**config.mk**
```make
export PLATFORM = sky130hd
export DESIGN_NAME = sha_pipelined_nonce_scheduler_flat
export DESIGN_NICKNAME = d
export VERILOG_FILES = /design/src/rtl/sha_pipelined_nonce_scheduler_if.sv /design/src/rtl/sha_pipelined_nonce_scheduler.sv /design/src/flat_wrapper.sv
export SDC_FILE = /design/constraint.sdc
export NUM_CORES = 1
export LEC_CHECK = 0
export CAP_MARGIN = 0
export CELL_PAD_IN_SITES_DETAIL_PLACEMENT = 1
export CELL_PAD_IN_SITES_GLOBAL_PLACEMENT = 2
export CORE_AREA = 2 2 198 200
export DETAILED_ROUTE_END_ITERATION = 10
export DIE_AREA = 0 0 200 202
export MAX_ROUTING_LAYER = met4
export PLACE_DENSITY = 0.72
export SLEW_MARGIN = 40
export SYNTH_ARGS = -nofsm -noshare
export SYNTH_HDL_FRONTEND = slang
export SYNTH_SLANG_ARGS = --single-unit
```
**constraint.sdc**
```tcl
create_clock -name clk -period 1.9 [get_ports clk]
set_input_delay 0.19 -clock clk [delete_from_list [all_inputs] [get_ports clk]]
set_output_delay 0.19 -clock clk [all_outputs]
set_load 0.02 [all_outputs]
```
**src/rtl/sha_pipelined_nonce_scheduler_if.sv**
```systemverilog
// Job, core-issue and result signals around the double-SHA256 nonce scheduler.
// master is the scheduler; slave is the job source / hash core side.
interface sha_pipelined_nonce_scheduler_if;
    logic        job_valid;
    logic        job_ready;
    logic [7:0]  job_id;
    logic [31:0] job_nonce_start;
    logic [31:0] job_target_mask;
    logic        abort;
    logic        core_valid;
    logic        core_newblock;
    logic [31:0] core_nonce;
    logic        hash_valid;
    logic [31:0] hash_word;
    logic        found_valid;
    logic [31:0] found_nonce;
    logic [7:0]  found_job_id;
    logic        done;
    logic        done_found;

    modport master (
        input  job_valid, job_id, job_nonce_start, job_target_mask,
        input  abort, hash_valid, hash_word,
        output job_ready, core_valid, core_newblock, core_nonce,
        output found_valid, found_nonce, found_job_id, done, done_found
    );

    modport slave (
        output job_valid, job_id, job_nonce_start, job_target_mask,
        output abort, hash_valid, hash_word,
        input  job_ready, core_valid, core_newblock, core_nonce,
        input  found_valid, found_nonce, found_job_id, done, done_found
    );
endinterface

```
**src/rtl/sha_pipelined_nonce_scheduler.sv**
```systemverilog
// Issues one nonce per cycle into a fixed-latency double-SHA256 core,
// reports the first hash under the target mask and drains before the next job.
module sha_pipelined_nonce_scheduler #(
    parameter int unsigned PROCESSORINDEX = 0,
    parameter int unsigned NUMPROCESSORS  = 1,
    parameter int unsigned LATENCY        = 131
) (
    input logic clk,
    input logic rst,
    sha_pipelined_nonce_scheduler_if.master bus
);
    typedef enum logic [1:0] {IDLE, RUN, DRAIN} state_t;

    state_t              state_q;
    logic [LATENCY-1:0]  inflight_q;
    logic [31:0]         issue_q;
    logic [31:0]         result_q;
    logic [31:0]         mask_q;
    logic [7:0]          id_q;
    logic                win_q;
    logic                first_q;
    logic                found_q;
    logic [31:0]         found_nonce_q;
    logic [7:0]          found_id_q;

    logic                hv_ok;
    logic                hit;
    logic                issue;
    logic                last;
    logic                empty;
    logic [32:0]         issue_sum;
    logic [31:0]         start_nonce;

    // The tail bit of inflight_q says a real candidate is due back this cycle;
    // anything else on hash_valid is a core fault and is dropped.
    assign hv_ok       = bus.hash_valid && inflight_q[LATENCY-1];
    assign hit         = hv_ok && ((bus.hash_word & mask_q) == 32'd0) && !win_q;
    assign issue       = (state_q == RUN) && !bus.abort && !hit;
    assign issue_sum   = {1'b0, issue_q} + 33'(NUMPROCESSORS);
    assign last        = issue_sum[32];
    assign empty       = (inflight_q == '0);
    assign start_nonce = bus.job_nonce_start + 32'(PROCESSORINDEX);

    assign bus.job_ready     = (state_q == IDLE);
    assign bus.core_valid    = issue;
    assign bus.core_newblock = issue && first_q;
    assign bus.core_nonce    = issue_q;
    assign bus.found_valid   = found_q;
    assign bus.found_nonce   = found_nonce_q;
    assign bus.found_job_id  = found_id_q;
    assign bus.done          = (state_q == DRAIN) && empty;
    assign bus.done_found    = (state_q == DRAIN) && empty && win_q;

    always_ff @(posedge clk) begin
        if (rst) begin
            state_q       <= IDLE;
            inflight_q    <= '0;
            issue_q       <= 32'd0;
            result_q      <= 32'd0;
            mask_q        <= 32'd0;
            id_q          <= 8'd0;
            win_q         <= 1'b0;
            first_q       <= 1'b0;
            found_q       <= 1'b0;
            found_nonce_q <= 32'd0;
            found_id_q    <= 8'd0;
        end else begin
            inflight_q <= {inflight_q[LATENCY-2:0], issue};
            found_q    <= hit;
            if (hit) begin
                found_nonce_q <= result_q;
                found_id_q    <= id_q;
                win_q         <= 1'b1;
            end
            // Results return in issue order, so a counter replaces a nonce delay line.
            if (hv_ok) begin
                result_q <= result_q + 32'(NUMPROCESSORS);
            end
            unique case (state_q)
                IDLE: begin
                    if (bus.job_valid) begin
                        id_q     <= bus.job_id;
                        mask_q   <= bus.job_target_mask;
                        issue_q  <= start_nonce;
                        result_q <= start_nonce;
                        first_q  <= 1'b1;
                        win_q    <= 1'b0;
                        state_q  <= RUN;
                    end
                end
                RUN: begin
                    first_q <= 1'b0;
                    if (issue) begin
                        issue_q <= issue_sum[31:0];
                    end
                    if (!issue || last) begin
                        state_q <= DRAIN;
                    end
                end
                DRAIN: begin
                    if (empty) begin
                        win_q   <= 1'b0;
                        state_q <= IDLE;
                    end
                end
                default: state_q <= IDLE;
            endcase
        end
    end
endmodule

```
**src/flat_wrapper.sv**
```systemverilog
// flat-port wrapper written by rule: the top's interface ports become plain ports
module sha_pipelined_nonce_scheduler_flat 
#(
    parameter int unsigned PROCESSORINDEX = 0,
    parameter int unsigned NUMPROCESSORS  = 1,
    parameter int unsigned LATENCY        = 131
)
  (clk, rst, bus_job_valid, bus_job_id, bus_job_nonce_start, bus_job_target_mask, bus_abort, bus_hash_valid, bus_hash_word, bus_job_ready, bus_core_valid, bus_core_newblock, bus_core_nonce, bus_found_valid, bus_found_nonce, bus_found_job_id, bus_done, bus_done_found);
  sha_pipelined_nonce_scheduler_if bus_i ();
  input logic clk;
  input logic rst;
  input wire logic [$bits(bus_i.job_valid)-1:0] bus_job_valid;
  input wire logic [$bits(bus_i.job_id)-1:0] bus_job_id;
  input wire logic [$bits(bus_i.job_nonce_start)-1:0] bus_job_nonce_start;
  input wire logic [$bits(bus_i.job_target_mask)-1:0] bus_job_target_mask;
  input wire logic [$bits(bus_i.abort)-1:0] bus_abort;
  input wire logic [$bits(bus_i.hash_valid)-1:0] bus_hash_valid;
  input wire logic [$bits(bus_i.hash_word)-1:0] bus_hash_word;
  output wire logic [$bits(bus_i.job_ready)-1:0] bus_job_ready;
  output wire logic [$bits(bus_i.core_valid)-1:0] bus_core_valid;
  output wire logic [$bits(bus_i.core_newblock)-1:0] bus_core_newblock;
  output wire logic [$bits(bus_i.core_nonce)-1:0] bus_core_nonce;
  output wire logic [$bits(bus_i.found_valid)-1:0] bus_found_valid;
  output wire logic [$bits(bus_i.found_nonce)-1:0] bus_found_nonce;
  output wire logic [$bits(bus_i.found_job_id)-1:0] bus_found_job_id;
  output wire logic [$bits(bus_i.done)-1:0] bus_done;
  output wire logic [$bits(bus_i.done_found)-1:0] bus_done_found;
  assign bus_i.job_valid = bus_job_valid;
  assign bus_i.job_id = bus_job_id;
  assign bus_i.job_nonce_start = bus_job_nonce_start;
  assign bus_i.job_target_mask = bus_job_target_mask;
  assign bus_i.abort = bus_abort;
  assign bus_i.hash_valid = bus_hash_valid;
  assign bus_i.hash_word = bus_hash_word;
  assign bus_job_ready = bus_i.job_ready;
  assign bus_core_valid = bus_i.core_valid;
  assign bus_core_newblock = bus_i.core_newblock;
  assign bus_core_nonce = bus_i.core_nonce;
  assign bus_found_valid = bus_i.found_valid;
  assign bus_found_nonce = bus_i.found_nonce;
  assign bus_found_job_id = bus_i.found_job_id;
  assign bus_done = bus_i.done;
  assign bus_done_found = bus_i.done_found;
  sha_pipelined_nonce_scheduler #(.PROCESSORINDEX(PROCESSORINDEX), .NUMPROCESSORS(NUMPROCESSORS), .LATENCY(LATENCY)) u_core (.clk(clk), .rst(rst), .bus(bus_i));
endmodule
```
# After elaboration in Yosys (flattened, before gate mapping)
# Cells that the tools add are included.
[totals] reg_bits=280 wordCells=57
[op_classes] n_addsub=2 n_bitwise=1 eq_ne=6 n_mux=16 reduce_logical=21
[ops] cell="$mux 32" count=5
[ops] cell="$logic_not 131->1" count=1
[ops] cell="$pmux 32 s2" count=1
[ops] cell="$add 32x1->33 const B" count=1
[ops] cell="$add 32x1->32 const B" count=1
[ops] cell="$and 32x32->32" count=1
[ops] cell="$logic_not 32->1" count=1
[ops] cell="$logic_and 1x1->1" count=8
[ops] cell="$mux 2" count=3
[ops] cell="$pmux 2 s3" count=1
[ops] cell="$reduce_and 3->1" count=2
[ops] cell="$logic_not 1->1" count=4
[ops] cell="$mux 1" count=4
[ops] cell="$ne 2x1->1 const B" count=2
[ops] cell="$ne 2x2->1 const B" count=2
[ops] cell="$pmux 1 s2" count=2
[ops] cell="$reduce_and 2->1" count=2
[ops] cell="$eq 2x1->1 const B" count=1
[ops] cell="$eq 2x2->1 const B" count=1
[ops] cell="$logic_not 2->1" count=1
[ops] cell="$reduce_bool 2->1" count=1
[ops] cell="$logic_or 1x1->1" count=1

# Longest topological paths before layout
# Gate-level depths: netlist of run 1.
[logic_depth] word_depth=10 mapped_depth=8 depth_no_buf=7

# Least setup slack after synthesis of run 1
# No wires, ideal clock.
[synth_timing] path_type="flip-flop to output port" startpoint="register u_core.state_q[1]" endpoint="output bus_core_valid" arrival_time_ns=1.960 stages_incl_launch_ff=9 setup_slack_ns=-0.250 path_cell_list="dfxtp_1 nor2_1 and2_1 clkbuf_1 nor3_1 nand3_1 nand2_1 buf_2 nor2_1"
[synth_via] elab_chain_cells=3
[synth_lines] item="start: declaration" line_no="sha_pipelined_nonce_scheduler.sv:14" text="state_t state_q;"
[synth_lines] item="start signal: assignment" line_no="sha_pipelined_nonce_scheduler.sv:56" text="state_q <= IDLE;"
[synth_lines] item="start signal: assignment" line_no="sha_pipelined_nonce_scheduler.sv:88" text="state_q <= RUN;"
[synth_lines] item="start signal: assignment" line_no="sha_pipelined_nonce_scheduler.sv:97" text="state_q <= DRAIN;"
[synth_lines] item="$eq 2x1->1" line_no="sha_pipelined_nonce_scheduler.sv:38" text="assign issue = (state_q == RUN) && !bus.abort && !hit;"
[synth_lines] item="$logic_and 1x1->1 (2 in series)" line_no="sha_pipelined_nonce_scheduler.sv:38"
[synth_lines] item="end: declaration" line_no="flat_wrapper.sv:20" text="output wire logic [$bits(bus_i.core_valid)-1:0] bus_core_valid;"
# No other way between the ends.

# Worst setup path in the final report of run 1
[layout_timing] startpoint="register u_core.inflight_q[57]" endpoint="output bus_done_found"
[layout_via] elab_chain_cells=3
[layout_lines] item="start: declaration" line_no="sha_pipelined_nonce_scheduler.sv:15" text="logic [LATENCY-1:0] inflight_q;"
[layout_lines] item="start signal: assignment" line_no="sha_pipelined_nonce_scheduler.sv:68" text="inflight_q <= {inflight_q[LATENCY-2:0], issue};"
[layout_lines] item="$logic_not 131->1" line_no="sha_pipelined_nonce_scheduler.sv:41" text="assign empty = (inflight_q == '0);"
[layout_lines] item="$logic_and 1x1->1 (2 in series)" line_no="sha_pipelined_nonce_scheduler.sv:52" text="assign bus.done_found = (state_q == DRAIN) && empty && win_q;"
[layout_lines] item="end: declaration" line_no="flat_wrapper.sv:27" text="output wire logic [$bits(bus_i.done_found)-1:0] bus_done_found;"
# No other way between the ends.

==> flow_metrics.env, run 1 <==
export IMPL_antenna_found_initial=1
export IMPL_grt_max_degree=82
export IMPL_synth_compound_area_frac=0.134
export IMPL_nFillCells=4267
export IMPL_tightest_slew_ns=0.563
export IMPL_synth_ff_latch_count=280
export IMPL_clock_latency_ns=0.53
export IMPL_crit_arrival_ns=2.43
export IMPL_min_path_type="in -> reg"
export IMPL_ys_flop_type="dfxtp_1"
export IMPL_critical_path_startpoint_type="register"
export IMPL_synth_top_family_by_area="simple AND/OR/NAND/NOR gates"
export IMPL_tritoncts="yes"
export IMPL_failed_checks="negative setup slack"
export IMPL_portBuffers=186
export IMPL_nets=1590
export IMPL_cts_root_buf="clkbuf_16"
export IMPL_r2r_start="u_core.mask_q[13]$_SDFFE_PP0P_"
export IMPL_start_util=0.286
export IMPL_cts_buffers=35
export IMPL_die_area_um2=40400
export IMPL_fin_crit_ns=2.62
export IMPL_ir_drop_v=0.000400
export IMPL_ant_nets=0
export IMPL_grt_pass1_vias=10180
export IMPL_relSlewSlack=0.625
export IMPL_async_flop_share=0
export IMPL_worst_setup_path_type="reg -> out"
export IMPL_drt_iter0_drc=414
export IMPL_drt_wl_total_um=37800
export IMPL_post_route_drc_count=0
export IMPL_synth_edff_count=0
export IMPL_status="finished, violations left"
export IMPL_startpoint="u_core.inflight_q[57]$_SDFF_PP0_"
export IMPL_path_clk_slew_ns=0.06
export IMPL_io_pin_count=187
export IMPL_p_leak_nw=6.51
export IMPL_clock_sinks=280
export IMPL_chipHeight_um=202
export IMPL_synthesis_nets=1288
export IMPL_layout_setup_ws_ns=-0.722
export IMPL_postCtsHoldBufs=0
export IMPL_utilization=0.430
export IMPL_synth_top_area_cell="dfxtp_1"
export IMPL_finClkSkew_ns=0.0267
export IMPL_syn_inst=1177
export IMPL_syn_area_per_cell_um2=9.30
export IMPL_cts_path_max_buffers=3
export IMPL_die_w_um=200
export IMPL_overflow=0
export IMPL_finalHoldViolations=0
export IMPL_synthMuxAreaShare=0.0375
export IMPL_worstPathRequired_ns=1.71
export IMPL_netlist_top_cells_area="dfxtp_1, nor2b_1, nand2_1"
export IMPL_firstDrtPassIters=4
export IMPL_rsz0062_at_grt="true"
export IMPL_final_area_um2=16400
export IMPL_gr_usage_all_layers=0.188
export IMPL_synth_fa_ha_area_frac=0.00229
export IMPL_finalSetupViolCount=72
export IMPL_maxCapViolCount=0
export IMPL_hp_start="rst"
export IMPL_yosys_area_share_simple=0.255
export IMPL_yosysWarnings=0
export IMPL_h_tree_depth=2
export IMPL_fmax_mhz=381
export IMPL_crit_fanout=3
export IMPL_via_per_inst=4.87
export IMPL_placedInstanceArea_um2=14300
export IMPL_routabilityCongestion=0.823
export IMPL_synth_top_area_frac=0.512
export IMPL_powerDensity_nw_per_um2=918
export IMPL_synthXorXnorAreaFrac=0.0240
export IMPL_grt_pass1_wl_um=57600
export IMPL_layout_cells_non_filler=2024
export IMPL_final_layout_size_suffix_gt1_frac=0.229
export IMPL_vias=9863
export IMPL_core_um2=38300
export IMPL_area_delta_synth_final_pct=50.2
export IMPL_syn_area_um2=10900
export IMPL_dpl_worst_slack_ns=-0.830
export IMPL_place_hpwl_um=25700
export IMPL_drv_slew=0
export IMPL_placedCellCount=1935
export IMPL_rows=72
export IMPL_finalCritPeriodShare=1.38
export IMPL_wire_per_inst_um=18.7
export IMPL_yosysUniqueCellTypes=64
export IMPL_worstSetupEndpointType="primary output"
export IMPL_ys_seq_area_frac=0.512
## area by class of cell
type | instances | area, µm² | share of cell area
Tap cell | 518 | 648 | 0.0394
Clock buffer | 52 | 1050 | 0.0639
Clock inverter | 11 | 124 | 0.00753
Multi-Input combinational cell | 813 | 5630 | 0.342
Inverter | 9 | 33.8 | 0.00205
Timing Repair Buffer | 340 | 3320 | 0.202
Antenna cell | 1 | 2.50 | 0.000152
Sequential cell | 280 | 5640 | 0.343
## path summary, 6_finish.rpt
check             depth (start not counted)                                 endpoint  slack (ns)
setup / recovery                          9                           bus_done_found       -0.72
hold reg to reg                           2              u_core.id_q[0]$_SDFFE_PP0P_        0.46
setup reg to reg                         11  u_core.bus.found_nonce[13]$_SDFFE_PP0P_       -0.26
hold / removal                            2           u_core.state_q[0]$_SDFFE_PP0P_        0.06
## logic make-up after synthesis
| group | count (synthesis) |
|---|---|
| XOR/XNOR | 30 |
| adder cells (fa/ha/maj) | 2 |
| AO/OA/AOI/OAI | 221 |
| multiplexers | 41 |
| AND/OR/NAND/NOR | 519 |
| buffers and inverters | 84 |
| flip-flops | 280 |
## cell usage in the layout, fill, tap and decap left out, types with 15 or more instances in the layout
| cell type | n |
|---|---|
| o21ai_0 | 22 |
| nand2_1 | 129 |
| dfxtp_2 | 15 |
| clkdlybuf4s50_1 | 174 |
| clkbuf_16 | 39 |
| nor2_1 | 98 |
| nor4_1 | 25 |
| buf_4 | 124 |
| xnor2_1 | 16 |
| nor2b_1 | 130 |
| mux2i_1 | 40 |
| nand4_1 | 22 |
| a211oi_1 | 24 |
| dfxtp_1 | 262 |
| nand3_1 | 18 |
| a21oi_1 | 65 |
## registers in the layout, indices dropped and copies added (netlist names), 2 cells and up
register / flops
u_core.bus.core_nonce: 32
u_core.bus.found_job_id: 8
u_core.bus.found_nonce: 32
u_core.id_q: 8
u_core.inflight_q: 131
u_core.mask_q: 32
u_core.result_q: 32
u_core.state_q: 2
## synthesized netlist by cell type (3+ instances only)
master	n
o31ai_1	10
xnor2_1	16
dfxtp_1	280
mux2i_1	41
and4_1	4
o221a_2	3
a22oi_1	20
a211oi_1	36
nand4_1	22
o41ai_1	3
a311oi_1	5
xor2_1	14
nor4_1	40
o21ai_0	26
nor3_1	19
a21oi_1	66
and2_1	5
nand4_2	4
buf_2	10
nand2_1	134
clkbuf_8	4
clkbuf_1	57
inv_1	9
or3_1	5
o211ai_1	9
o311ai_0	5
nor4_4	5
and3_1	8
nand3_1	24
nor2b_1	131
a31oi_1	14
nor2_1	101
## per-stage QoR
| stage | hold slack (ns) | TNS, ns | power, mW |
|---|---|---|---|
| after global placement | 0.444 | -48.22 | 8.28 |
| final | 0.0564 | -11.76 | 15.1 |
| after global routing | 0.0482 | -21.42 | 15.7 |
| after CTS | 0.0229 | -8.91 | 15.1 |
| after floorplan | 0.326 | 0 | 7.27 |
| after detailed placement | 0.447 | -49.56 | 8.30 |
## critical path: stages, from the launching register on
cell and delay (ns):
dfxtp_2 0.32, nor4_2 0.29, buf_4 0.15, nand4_1 0.10
nor4_2 0.32, buf_4 0.16, nand3_4 0.07, or2_4 0.26
nor2_1 0.09, buf_4 0.14
## where the power goes
part           leakage (nW)  internal [mW]  switching (mW)
Combinational          3.64          0.961            1.12
Clock                 0.584           4.12            2.61
Sequential             2.28           6.10           0.205
Total                  6.51           11.2            3.93
## layer usage
layer | global-route usage | routed length (µm) | vias up
met5 | - | 0 | -
met2 | 0.302 | 18000 | 220
met1 | 0.240 | 17300 | 4811
li1 | - | - | 4779
met3 | 0.0314 | 1680 | 53
met4 | 0.0590 | 865 | 0
## repair_timing
action | in CTS | in global routing
pin swaps | 23 | 42
endpoints found under the setup margin | 92 | 93
gates cloned | 3 | 4
gates resized for setup | 95 | 96
buffers inserted | 11 | 12
Note: power is estimated with default switching activity, not from simulation.
==> run 2: changes to the inputs <==
--- a/config.mk
+++ b/config.mk
@@ -11,6 +11,7 @@
 export CORE_AREA = 2 2 198 200
 export DETAILED_ROUTE_END_ITERATION = 10
 export DIE_AREA = 0 0 200 202
+export GPL_TIMING_DRIVEN = 0
 export MAX_ROUTING_LAYER = met4
 export PLACE_DENSITY = 0.72
 export SLEW_MARGIN = 40
==> flow_metrics.env, run 2 (synthesis gave the netlist of run 1 again) <==
export IMPL_p_total_mw=14.5
export IMPL_postCtsHoldBufs=0
export IMPL_finalHoldViolations=0
export IMPL_antenna_found_initial=1
export IMPL_fmax_mhz=389
export IMPL_p_leak_nw=6.29
export IMPL_worstPathRequired_ns=1.71
export IMPL_routabilityCongestion=0.813
export IMPL_drv_slew=0
export IMPL_tightest_slew_ns=1.02
export IMPL_core_um2=38300
export IMPL_area_delta_synth_final_pct=49.2
export IMPL_place_hpwl_um=28400
export IMPL_vias=9858
export IMPL_utilization=0.427
export IMPL_status="finished, violations left"
export IMPL_fin_crit_ns=2.57
export IMPL_grt_pass1_wl_um=60800
export IMPL_crit_fanout=3
export IMPL_maxCapViolCount=0
export IMPL_fin_tns_setup_ns=-16.21
export IMPL_drt_wl_total_um=40400
export IMPL_finalSetupViolCount=94
export IMPL_regMostFlops="u_core.inflight_q"
export IMPL_chipHeight_um=202
export IMPL_io_pin_count=187
export IMPL_worst_setup_path_type="reg -> out"
export IMPL_grt_pass1_vias=10437
export IMPL_rsz0062_at_grt="true"
export IMPL_largest_reg_flops=131
export IMPL_worstSetupEndpointType="primary output"
export IMPL_final_common_cell="dfxtp_1"
export IMPL_finClkSkew_ns=0.0149
export IMPL_critical_path_startpoint_type="register"
export IMPL_crit_arrival_ns=2.38
export IMPL_finalCritPeriodShare=1.35
export IMPL_final_layout_size_suffix_gt1_frac=0.212
export IMPL_gr_usage_all_layers=0.202
export IMPL_cts_buffers=34
export IMPL_firstDrtPassIters=5
export IMPL_clock_sinks=280
export IMPL_nets=1565
export IMPL_wire_per_inst_um=20.3
export IMPL_post_route_drc_count=0
export IMPL_ir_drop_v=0.000476
export IMPL_h_tree_depth=2
export IMPL_die_w_um=200
export IMPL_layout_setup_ws_ns=-0.667
export IMPL_die_area_um2=40400
export IMPL_relSlewSlack=0.322
export IMPL_failed_checks="negative setup slack"
export IMPL_ant_nets=0
export IMPL_drt_iter0_drc=468
export IMPL_min_path_type="in -> reg"
export IMPL_tritoncts="yes"
export IMPL_overflow=0
export IMPL_final_cell_mix="dfxtp_1, clkdlybuf4s50_1, nor2b_1"
export IMPL_path_clk_slew_ns=0.06
export IMPL_cts_root_buf="clkbuf_16"
export IMPL_cts_path_max_buffers=3
export IMPL_portBuffers=185
export IMPL_nFillCells=4229
export IMPL_dpl_worst_slack_ns=-1.77
export IMPL_via_per_inst=4.95
export IMPL_rows=72
export IMPL_grt_max_degree=13
export IMPL_clock_latency_ns=0.51
export IMPL_powerDensity_nw_per_um2=888
export IMPL_hold_slack_ns=0.237
export IMPL_start_util=0.286
==> run 2: worst paths after layout <==
| kind | startpoint | to | slack [ns] | cells after the start |
|---|---|---|---|---|
| worst max register to register | u_core.mask_q[13]$_SDFFE_PP0P_ | u_core.bus.core_nonce[31]$_SDFFE_PP0P_ | -0.37 | 11 |
| worst min register to register | u_core.mask_q[24]$_SDFFE_PP0P_ | u_core.mask_q[24]$_SDFFE_PP0P_ | 0.45 | 2 |
| worst max-delay path | u_core.inflight_q[51]$_SDFF_PP0_ | bus_done_found | -0.67 | 7 |
| worst min-delay path | bus_job_target_mask[22] | u_core.mask_q[22]$_SDFFE_PP0P_ | 0.24 | 3 |
==> run 2: final cells by class <==
class / instances / area (µm²) / area share
sequential: 280 / 5680 / 0.347
clock buffer: 47 / 961 / 0.0588
buffer: 72 / 482 / 0.0295
multi-input combinational: 813 / 5870 / 0.359
clock inverter: 9 / 87.6 / 0.00536
antenna: 1 / 2.50 / 0.000153
tap: 518 / 648 / 0.0397
timing repair buffer: 244 / 2580 / 0.158
inverter: 9 / 33.8 / 0.00207
==> run 2: stage by stage <==
step | cells | area (µm²)
2_1_floorplan | 1177 | 11000
3_3_place_gp | 1880 | 13500
3_5_place_dp | 1880 | 13500
4_1_cts | 1973 | 15600
5_1_grt | 1993 | 16300
6_report | 1993 | 16300
==> run 2: worst max-delay path, cell delays in order (launching register included) <==
cell	delay, ns
dfxtp_1	0.33
nor4_4	0.32
nand4_1	0.14
nor4_2	0.35
nand3_1	0.19
or2_4	0.32
nor2_4	0.09
buf_6	0.13
==> run 2: timing repair <==
action                     in CTS  in global routing
gates resized for setup       190                138
pin swaps                      41                 55
gates cloned                    6                  2
setup endpoints to repair     140                118
setup buffers                  34                 26
==> run 2: report_power, final <==
group | internal (mW) | switching [mW]
clock | 3.67 | 2.51
combinational | 0.833 | 1.05
sequential | 6.11 | 0.326
total | 10.6 | 3.89
==> run 2: routing by layer <==
layer,share of wire,vias up,GRT usage,wire [µm]
met2,0.47,257,0.323,18900
li1,-,4730,-,-
met4,0.026,0,0.0614,1030
met3,0.053,60,0.0350,2150
met5,0,-,-,0
met1,0.45,4811,0.259,18300
==> run 3: changes to the inputs <==
--- a/config.mk
+++ b/config.mk
@@ -8,12 +8,11 @@
 export CAP_MARGIN = 0
 export CELL_PAD_IN_SITES_DETAIL_PLACEMENT = 1
 export CELL_PAD_IN_SITES_GLOBAL_PLACEMENT = 2
-export CORE_AREA = 2 2 198 200
+export CORE_AREA = 2 2 180 182
 export DETAILED_ROUTE_END_ITERATION = 10
-export DIE_AREA = 0 0 200 202
+export DIE_AREA = 0 0 182 184
 export GPL_TIMING_DRIVEN = 0
-export MAX_ROUTING_LAYER = met4
-export PLACE_DENSITY = 0.72
+export PLACE_DENSITY = 0.82
 export SLEW_MARGIN = 40
 export SYNTH_ARGS = -nofsm -noshare
 export SYNTH_HDL_FRONTEND = slang
==> constraint.sdc (replaced) <==
create_clock -name clk -period 3.2 [get_ports clk]
set_input_delay 0.32 -clock clk [delete_from_list [all_inputs] [get_ports clk]]
set_output_delay 0.32 -clock clk [all_outputs]
set_load 0.02 [all_outputs]
==> flow_metrics.env, run 3 (synthesis gave the netlist of run 1 again) <==
export IMPL_whs_path_depth=3
export IMPL_p_total_mw=8.21
export IMPL_fin_crit_ns=3.04
export IMPL_finalSetupViolCount=0
export IMPL_fin_tns_setup_ns=0
export IMPL_postCtsHoldBufs=0
export IMPL_gr_usage_all_layers=0.217
export IMPL_largest_reg_flops=131
export IMPL_rsz0062_at_grt="false"
export IMPL_die_area_um2=33500
export IMPL_crit_path_max_incr_delay_ns=0.49
export IMPL_grt_max_degree=15
export IMPL_io_pin_count=187
export IMPL_final_cell_mix="dfxtp_1, clkdlybuf4s50_1, nand2_1"
export IMPL_firstDrtPassIters=5
export IMPL_routabilityCongestion=0.834
export IMPL_r2r_start="u_core.state_q[1]$_SDFFE_PP0P_"
export IMPL_cts_root_buf="clkbuf_16"
export IMPL_final_common_cell="dfxtp_1"
export IMPL_ir_drop_v=0.000412
export IMPL_placedCellCount=1764
export IMPL_ant_nets=0
export IMPL_grt_pass1_vias=10086
export IMPL_antenna_found_initial=2
export IMPL_min_to="u_core.mask_q[31]$_SDFFE_PP0P_"
export IMPL_hp_start="bus_job_target_mask[31]"
export IMPL_final_layout_size_suffix_gt1_frac=0.0769
export IMPL_overflow=0
export IMPL_via_per_inst=5.26
export IMPL_layout_cells_non_filler=1822
export IMPL_drv_slew=0
export IMPL_drt_iter0_drc=472
export IMPL_critPathSlowestCell="clkbuf_1"
export IMPL_finalHoldViolations=0
export IMPL_r2r_end="u_core.bus.core_nonce[0]$_SDFFE_PP0P_"
export IMPL_p_leak_nw=5.51
export IMPL_place_hpwl_um=27200
export IMPL_clock_latency_ns=0.55
export IMPL_status="finished clean"
export IMPL_portBuffers=185
export IMPL_wire_per_inst_um=20.1
export IMPL_crit_fanout=10
export IMPL_maxCapViolCount=0
export IMPL_finalCritPeriodShare=0.949
export IMPL_grt_pass1_wl_um=57000
export IMPL_layout_setup_ws_ns=0.162
export IMPL_min_path_type="in -> reg"
export IMPL_drt_wl_total_um=36700
export IMPL_powerDensity_nw_per_um2=570
export IMPL_area_delta_synth_final_pct=31.4
export IMPL_ff2ff_path_depth=7
export IMPL_tritoncts="yes"
export IMPL_regMostFlops="u_core.inflight_q"
export IMPL_fmax_mhz=329
export IMPL_ff2ff_setup_slack_ns=0.62
export IMPL_path_cells="nand2b_1 > clkbuf_1 > clkbuf_2 > buf_2 > nor2_1 > dlygate4sd2_1"
export IMPL_h_tree_depth=1
export IMPL_post_route_drc_count=0
export IMPL_chipHeight_um=184
export IMPL_start_util=0.349
export IMPL_clock_sinks=280
export IMPL_critical_path_startpoint_type="register"
export IMPL_worstSetupEndpointType="primary output"
export IMPL_rows=65
export IMPL_cts_path_max_buffers=3
export IMPL_finClkSkew_ns=0.0127
export IMPL_utilization=0.458
export IMPL_tightest_slew_ns=0.772
export IMPL_path_clk_slew_ns=0.06
export IMPL_die_w_um=182
export IMPL_worst_setup_path_type="reg -> out"
export IMPL_nets=1506
export IMPL_core_um2=31400
export IMPL_dpl_worst_slack_ns=-0.661
export IMPL_relSlewSlack=0.486
export IMPL_vias=9590
export IMPL_crit_arrival_ns=2.72
export IMPL_worstPathRequired_ns=2.88
export IMPL_cts_buffers=30
-- run 3: cell types whose count changed in the layout (fill, tap and decap cells not counted), moves of 11 or more --
cell	change
buf_6	-25
clkbuf_1	+11
nor4_1	+15
buf_4	-23
nor2_1	+11
dfxtp_2	-29
dfxtp_1	+38
-- run 3: worst max-delay path by stage --
stage,slack (ns),endpoint,start,cells after the start
floorplan,0.92,bus_core_valid,u_core.state_q[1]$_SDFFE_PP0P_,8
global placement,-0.68,bus_core_valid,bus_hash_word[4],9
detailed placement,-0.66,bus_core_valid,bus_hash_word[4],9
CTS,0.06,bus_done_found,u_core.inflight_q[97]$_SDFF_PP0_,7
global route,0.03,bus_done,u_core.state_q[1]$_SDFFE_PP0P_,7
finish,0.16,bus_core_valid,u_core.state_q[1]$_SDFFE_PP0P_,6
-- run 3: through the flow --
stage               area (µm²)  hold slack [ns]
floorplan                10900            0.423
global placement         13300            0.444
detailed placement       13300            0.446
CTS                      14400            0.309
global route             14400            0.315
finish                   14400            0.322
-- run 3: per-layer routing --
layer / vias to the layer above / routed length (µm) / global-route usage
li1: 4609 / - / -
met1: 4664 / 16500 / 0.281
met2: 254 / 17000 / 0.366
met3: 63 / 2030 / 0.0410
met4: 0 / 1060 / 0.0681
met5: - / 0 / 0
-- run 3: layout make-up --
cell class | instances | area [µm²]
Fill cell | 3599 | 17000
Sequential cell | 280 | 5610
Timing Repair Buffer | 188 | 1870
Inverter | 9 | 33.8
Buffer | 73 | 350
Tap cell | 402 | 503
Multi-Input combinational cell | 813 | 5040
Clock inverter | 11 | 111
Antenna cell | 2 | 5.00
Clock buffer | 44 | 875
-- run 3: repair_timing --
item,CTS,global route
buffers inserted,3,0
resized for setup,26,4
pin swaps,3,0
gates cloned,0,0
endpoints found under the hold margin,0,0
setup endpoints to repair,4,2
-- run 3: critical path: cells and delay by family (launching register included) --
| family | cells | cell delay, ns |
|---|---|---|
| simple gates | 2 | 0.23 |
| flops | 1 | 0.41 |
| buf+inv | 4 | 1.53 |
-- run 3: power breakdown --
group / internal (mW) / switching, mW
Combinational: 0.412 / 0.553
Clock: 2.05 / 1.41
Sequential: 3.62 / 0.169
Total: 6.07 / 2.13
==> edit 1, RTL diff (config.mk and constraints of run 2) <==
`LATENCY` is set to 131 in 2 places; all go to 262.
--- a/src/rtl/sha_pipelined_nonce_scheduler.sv
+++ b/src/rtl/sha_pipelined_nonce_scheduler.sv
@@ -4,5 +4,5 @@
     parameter int unsigned PROCESSORINDEX = 0,
     parameter int unsigned NUMPROCESSORS  = 1,
-    parameter int unsigned LATENCY        = 131
+    parameter int unsigned LATENCY        = 262
 ) (
     input logic clk,
--- a/src/flat_wrapper.sv
+++ b/src/flat_wrapper.sv
@@ -4,5 +4,5 @@
     parameter int unsigned PROCESSORINDEX = 0,
     parameter int unsigned NUMPROCESSORS  = 1,
-    parameter int unsigned LATENCY        = 131
+    parameter int unsigned LATENCY        = 262
 )
   (clk, rst, bus_job_valid, bus_job_id, bus_job_nonce_start, bus_job_target_mask, bus_abort, bus_hash_valid, bus_hash_word, bus_job_ready, bus_core_valid, bus_core_newblock, bus_core_nonce, bus_found_valid, bus_found_nonce, bus_found_job_id, bus_done, bus_done_found);
Check against the original RTL: same outputs for any inputs over 10 cycles, from zero or initial values and one cycle with rst high; that may be too few to reach the edited logic, so the function may still have changed.
==> edit 1 against run 2 <==
- routed wire length increased by 19%
- highest routed layer unchanged
- the run still ends with setup timing left
- critical endpoint unchanged
- worst setup slack got worse by 0.30 ns
- synthesized area increased by 32%
- die area unchanged
- power increased by 34%
- final area increased by 26%
- sequential cell count increased by 131
- global-route usage increased by 4.0 points
- largest cell class is now registers
==> edit 1: results (changes against run 2) <==
synthArstFlopShare_pct: 0  # unchanged
synth.distinct_cells: 58  # -9.4%
synth_top_flop_cell: "dfxtp_1"
synth-xor-area-share_pct: 1.69  # -0.71 points
place_congestion: 0.839  # +3.2%
irDropWorstVdd_mv: 0.689  # +45%
drtIter0Drc: 496  # +6.0%
arrival_ns: 2.68  # +0.30 ns
antenna_found_initial: 1  # unchanged
cts_buffer_depth: 3  # unchanged
port-buffer-count: 185  # unchanged
total_leakage_power_nw: 7.87  # +25%
place_hpwl_um: 33400  # +18%
grt_pass1_wl_um: 73200  # +20%
hold_class: "primary input to flop"
yosysWarningCount: 0  # unchanged
synth_common_cells: "dfxtp_1 (411), nor2b_1 (263), nand2_1 (213), a21oi_1 (95), clkbuf_1 (77)"
largest_register: "u_core.inflight_q"
setup_slack_ns: -0.971  # -0.304 ns
synth_area_leaders: "dfxtp_1 (57%), nor2b_1 (11%), nand2_1 (5.5%), a21oi_1 (3.3%), nor4_1 (3.1%)"
grt_overflow: 0  # unchanged
clkLatencyLatePin_ns: 0.57  # +0.06 ns
wl_per_cell_um: 20.2  # -0.30%
root_buffer: "clkbuf_16"
nets: 1936  # +24%
syn_nets: 1644  # +28%
report.final.hold_viol_count: 0  # unchanged
status: "finished with violations"
finalSetupTns_ns: -33.27  # -17.07 ns
fillers: 4124  # -2.5%
grt_start_max_net_pins: 14  # +1
cts_made_buffers: 44  # +29%
crit_fanout: 3  # unchanged
placed_area_um2: 17000  # +26%
firstDrtPassIters: 4  # -1
grt_pass1_vias: 12800  # +22%
skew_ns: 0.0124  # -0.00254 ns
via_per_inst: 5.15  # +4.1%
synth_mux_area_share_pct: 0.0691  # -3.7 points
largest_reg_flops: 262  # +100%
ys_seq_area_share_pct: 56.8  # +5.6 points
relSlewSlack_pct: 38.1  # +6.0 points
setup_violations: 80  # -15%
htreeDepth: 2  # unchanged
violations: "setup timing"
synth_compound_area_share_pct: 11.3  # -2.2 points
clk_pin_slew_ns: 0.06  # about the same
drive_above_1_share_pct: 22.4  # +1.3 points
grt_use_total_pct: 24.2  # +4.0 points
synthAdderAreaFrac_pct: 0.173  # -0.056 points
edit 1: cell count changes in the layout (fill, tap and decap cells not counted), moves of 13 or more:
cell,run 2,this run
clkbuf_1,51,71
a21oi_2,4,39
a221oi_2,1,15
nor2b_1,131,263
dfxtp_1,241,366
clkbuf_16,36,50
nand2_4,1,31
nor4_1,19,51
nor2_1,89,51
mux2i_1,39,1
inv_1,8,21
nand2_1,127,165
nand4_1,22,35
edit 1: area by class of cell:
cell class | count | area [um^2] | area share, %
antenna | 1 | 2.50 | 0.0121
clock inverter | 15 | 148 | 0.715
timing repair buffer | 247 | 2590 | 12.6
tap | 518 | 648 | 3.14
sequential | 411 | 8330 | 40.3
buffer | 92 | 548 | 2.65
inverter | 22 | 85.1 | 0.412
multi-input combinational | 1007 | 7040 | 34.1
clock buffer | 65 | 1250 | 6.05
edit 1: per-stage QoR:
stage | utilization [%] | worst slack [ns] | instances | hold slack (ns)
2_1_floorplan | - | -0.0128 | 1533 | 0.326
3_3_place_gp | 44.5 | -1.64 | 2236 | 0.440
3_5_place_dp | 44.5 | -1.66 | 2236 | 0.444
4_1_cts | 51.0 | -1.11 | 2339 | 0.134
5_1_grt | 53.9 | -1.11 | 2378 | 0.167
6_report | 53.9 | -0.971 | 2378 | 0.141
edit 1: what timing repair did:
action | CTS | global route
endpoints found under the setup margin | 154 | 146
setup buffers | 32 | 41
gates resized for setup | 233 | 221
cloned | 7 | 5
pin swaps | 54 | 98
edit 1: final timing paths:
kind | from | to | slack (ns) | cells past startpoint
worst max-delay path | u_core.inflight_q[61] | bus_done_found | -0.97 | 7
worst min-delay path | rst | u_core.bus.core_nonce[3] | 0.14 | 3
worst max register to register | u_core.mask_q[1] | u_core.bus.core_nonce[21] | -0.73 | 12
worst min register to register | u_core.bus.found_job_id[6] | u_core.bus.found_job_id[6] | 0.46 | 2
edit 1: power breakdown:
part | internal [mW] | leakage [nW] | switching, mW | total, mW
Sequential | 8.83 | 3.35 | 0.259 | 9.09
Combinational | 0.895 | 3.83 | 1.11 | 2.00
Clock | 4.74 | 0.692 | 3.58 | 8.32
edit 1: per-layer routing:
metal	global-route usage, %	routed length, um	vias up
li1	-	-	5916
met1	29.3	20500	6023
met2	41.2	24500	206
met3	3.02	1550	101
met4	8.78	1560	0
met5	-	0	-
edit 1: worst max-delay path, stage by stage (launching register included):
cell and delay [ns]:
dfxtp_1 0.32, nor4_1 0.34, nand4_1 0.25, nor4_2 0.27
nand4_1 0.23, nor4_4 0.30, and3_4 0.27, buf_6 0.12
==> edit 2, RTL diff (settings of run 2) <==
Made on the original files. The 3 states of `state_t` get a one-hot encoding in 3 bits.
--- a/src/rtl/sha_pipelined_nonce_scheduler.sv
+++ b/src/rtl/sha_pipelined_nonce_scheduler.sv
@@ -10,5 +10,5 @@
     sha_pipelined_nonce_scheduler_if.master bus
 );
-    typedef enum logic [1:0] {IDLE, RUN, DRAIN} state_t;
+    typedef enum logic [2:0] {IDLE = 3'b001, RUN = 3'b010, DRAIN = 3'b100} state_t;
 
     state_t              state_q;
Behaviour: no difference found for any inputs over 10 cycles, from zero or initial values and one cycle with rst high; not proved beyond that.
==> edit 2 against run 2 <==
- non-clock buffer count is 13 higher
- clock power is 11% higher
- hold slack worse by 0.018 ns
- power is 1.6% higher
- critical path type unchanged
- the run still ends with setup timing left
- final area is 2.6% lower
- sequential cell count is 1 higher
- worst setup slack better by 0.0035 ns
- largest cell class is now registers
- cell count is 3.7% higher
- die area stayed put
- synthesized area is 1.6% lower
- routed wire length is 0.29% higher
==> edit 2: results (changes against run 2) <==
post_cts_buffers: 55  # +62%
area_share_nonclk_buffers_pct: 18.5  # -0.27 points
worstMarginPinSlew_ns: 0.805  # -0.212 ns
total_leakage_power_nw: 5.94  # -5.7%
ys_seq_elements: 281  # +0.36%
fin_util_pct: 41.6  # -1.1 points
r2r_start: "u_core.mask_q[2]"
place_congestion: 0.828  # +1.9%
finalSetupTns_ns: -17.59  # -1.39 ns
multi_input_cells: 865  # +6.4%
fillers: 4375  # +3.5%
grt_use_total_pct: 20.4  # +0.23 points
hold_slack_ns: 0.219  # -0.0181 ns
hold_depth: 3  # unchanged
n_all_inverters: 10  # +1
skew_ns: 0.0255  # +0.0106 ns
synth-xor-area-share_pct: 2.36  # -0.042 points
synth_compound_area_share_pct: 12.8  # -0.61 points
synth_common_cells: "dfxtp_1 (281), nand2_1 (253), nor2b_1 (130), a21oi_1 (120), nor2_1 (57)"
drive_above_1_share_pct: 20.4  # -0.80 points
nets: 1632  # +4.3%
setup_violations: 90  # -4.3%
final.signal_buffer_count: 329  # +4.1%
grt_pass1_wl_um: 61000  # +0.45%
synth_mux_area_share_pct: 0.279  # -3.5 points
ff2ff_setup_slack_ns: -0.61  # -0.24 ns
largest_register: "u_core.inflight_q"
p_comb_mw: 1.54  # -18%
drt_wl_total_um: 40500  # +0.29%
synth.distinct_cells: 65  # +1.6%
setup_slack_ns: -0.664  # +0.00347 ns
vias: 10100  # +2.6%
wl_per_cell_um: 19.6  # -3.3%
irDropWorstVdd_mv: 0.735  # +54%
status: "finished with violations"
area_delta_synth_final_pct: 47.8
seq_share_pct: 35.8  # +1.0 points
multi_input_area_um2: 5420  # -7.7%
r2r_cells: 17  # +6
synthCells: 1231  # +4.6%
p_clk_share_pct: 46.7  # +4.0 points
clkCellAreaFrac_pct: 7.40  # +0.99 points
syn_nets: 1342  # +4.2%
rr_endpoint: "u_core.win_q"
critPathSlowestCell: "nor4_4"
drtIter0Drc: 434  # -7.3%
violations: "setup timing"
ys_seq_area_share_pct: 52.2  # +1.0 points
p_sw_mw: 3.71  # -4.7%
clkLatencyLatePin_ns: 0.53  # +0.02 ns
cts_resized: 158  # -17%
power_density_nw_per_um2: 926  # +4.3%
place_hpwl_um: 28700  # +0.81%
synthAdderAreaFrac_pct: 0.232  # +0.0038 points
[edit 2: cell count changes after synthesis, moves of 5 or more]
cell / delta
a21oi_1: +54
a22oi_1: -16
a31oi_1: -9
buf_1: +8
clkbuf_1: -6
mux2i_1: -38
nand2_1: +119
nand3_1: +6
nand4_1: +7
nor2_1: -44
o211ai_1: -8
o311ai_0: -5
[edit 2: worst min path at each step]
stage / startpoint / to
4_1_cts: bus_job_id[7] / u_core.id_q[7]
6_report: bus_job_id[7] / u_core.id_q[7]
3_5_place_dp: u_core.bus.found_nonce[13] / u_core.bus.found_nonce[13]
2_1_floorplan: bus_abort / u_core.inflight_q[0]
3_3_place_gp: u_core.bus.found_nonce[14] / u_core.bus.found_nonce[14]
5_1_grt: bus_job_target_mask[30] / u_core.mask_q[30]
[edit 2: metal layers]
layer	track usage [%]	up-vias	part of all wire, %
met5	-	-	0
met4	7.35	0	3.2
met3	2.89	84	4.4
met2	34.9	234	51
met1	24.3	4969	42
li1	-	4829	-
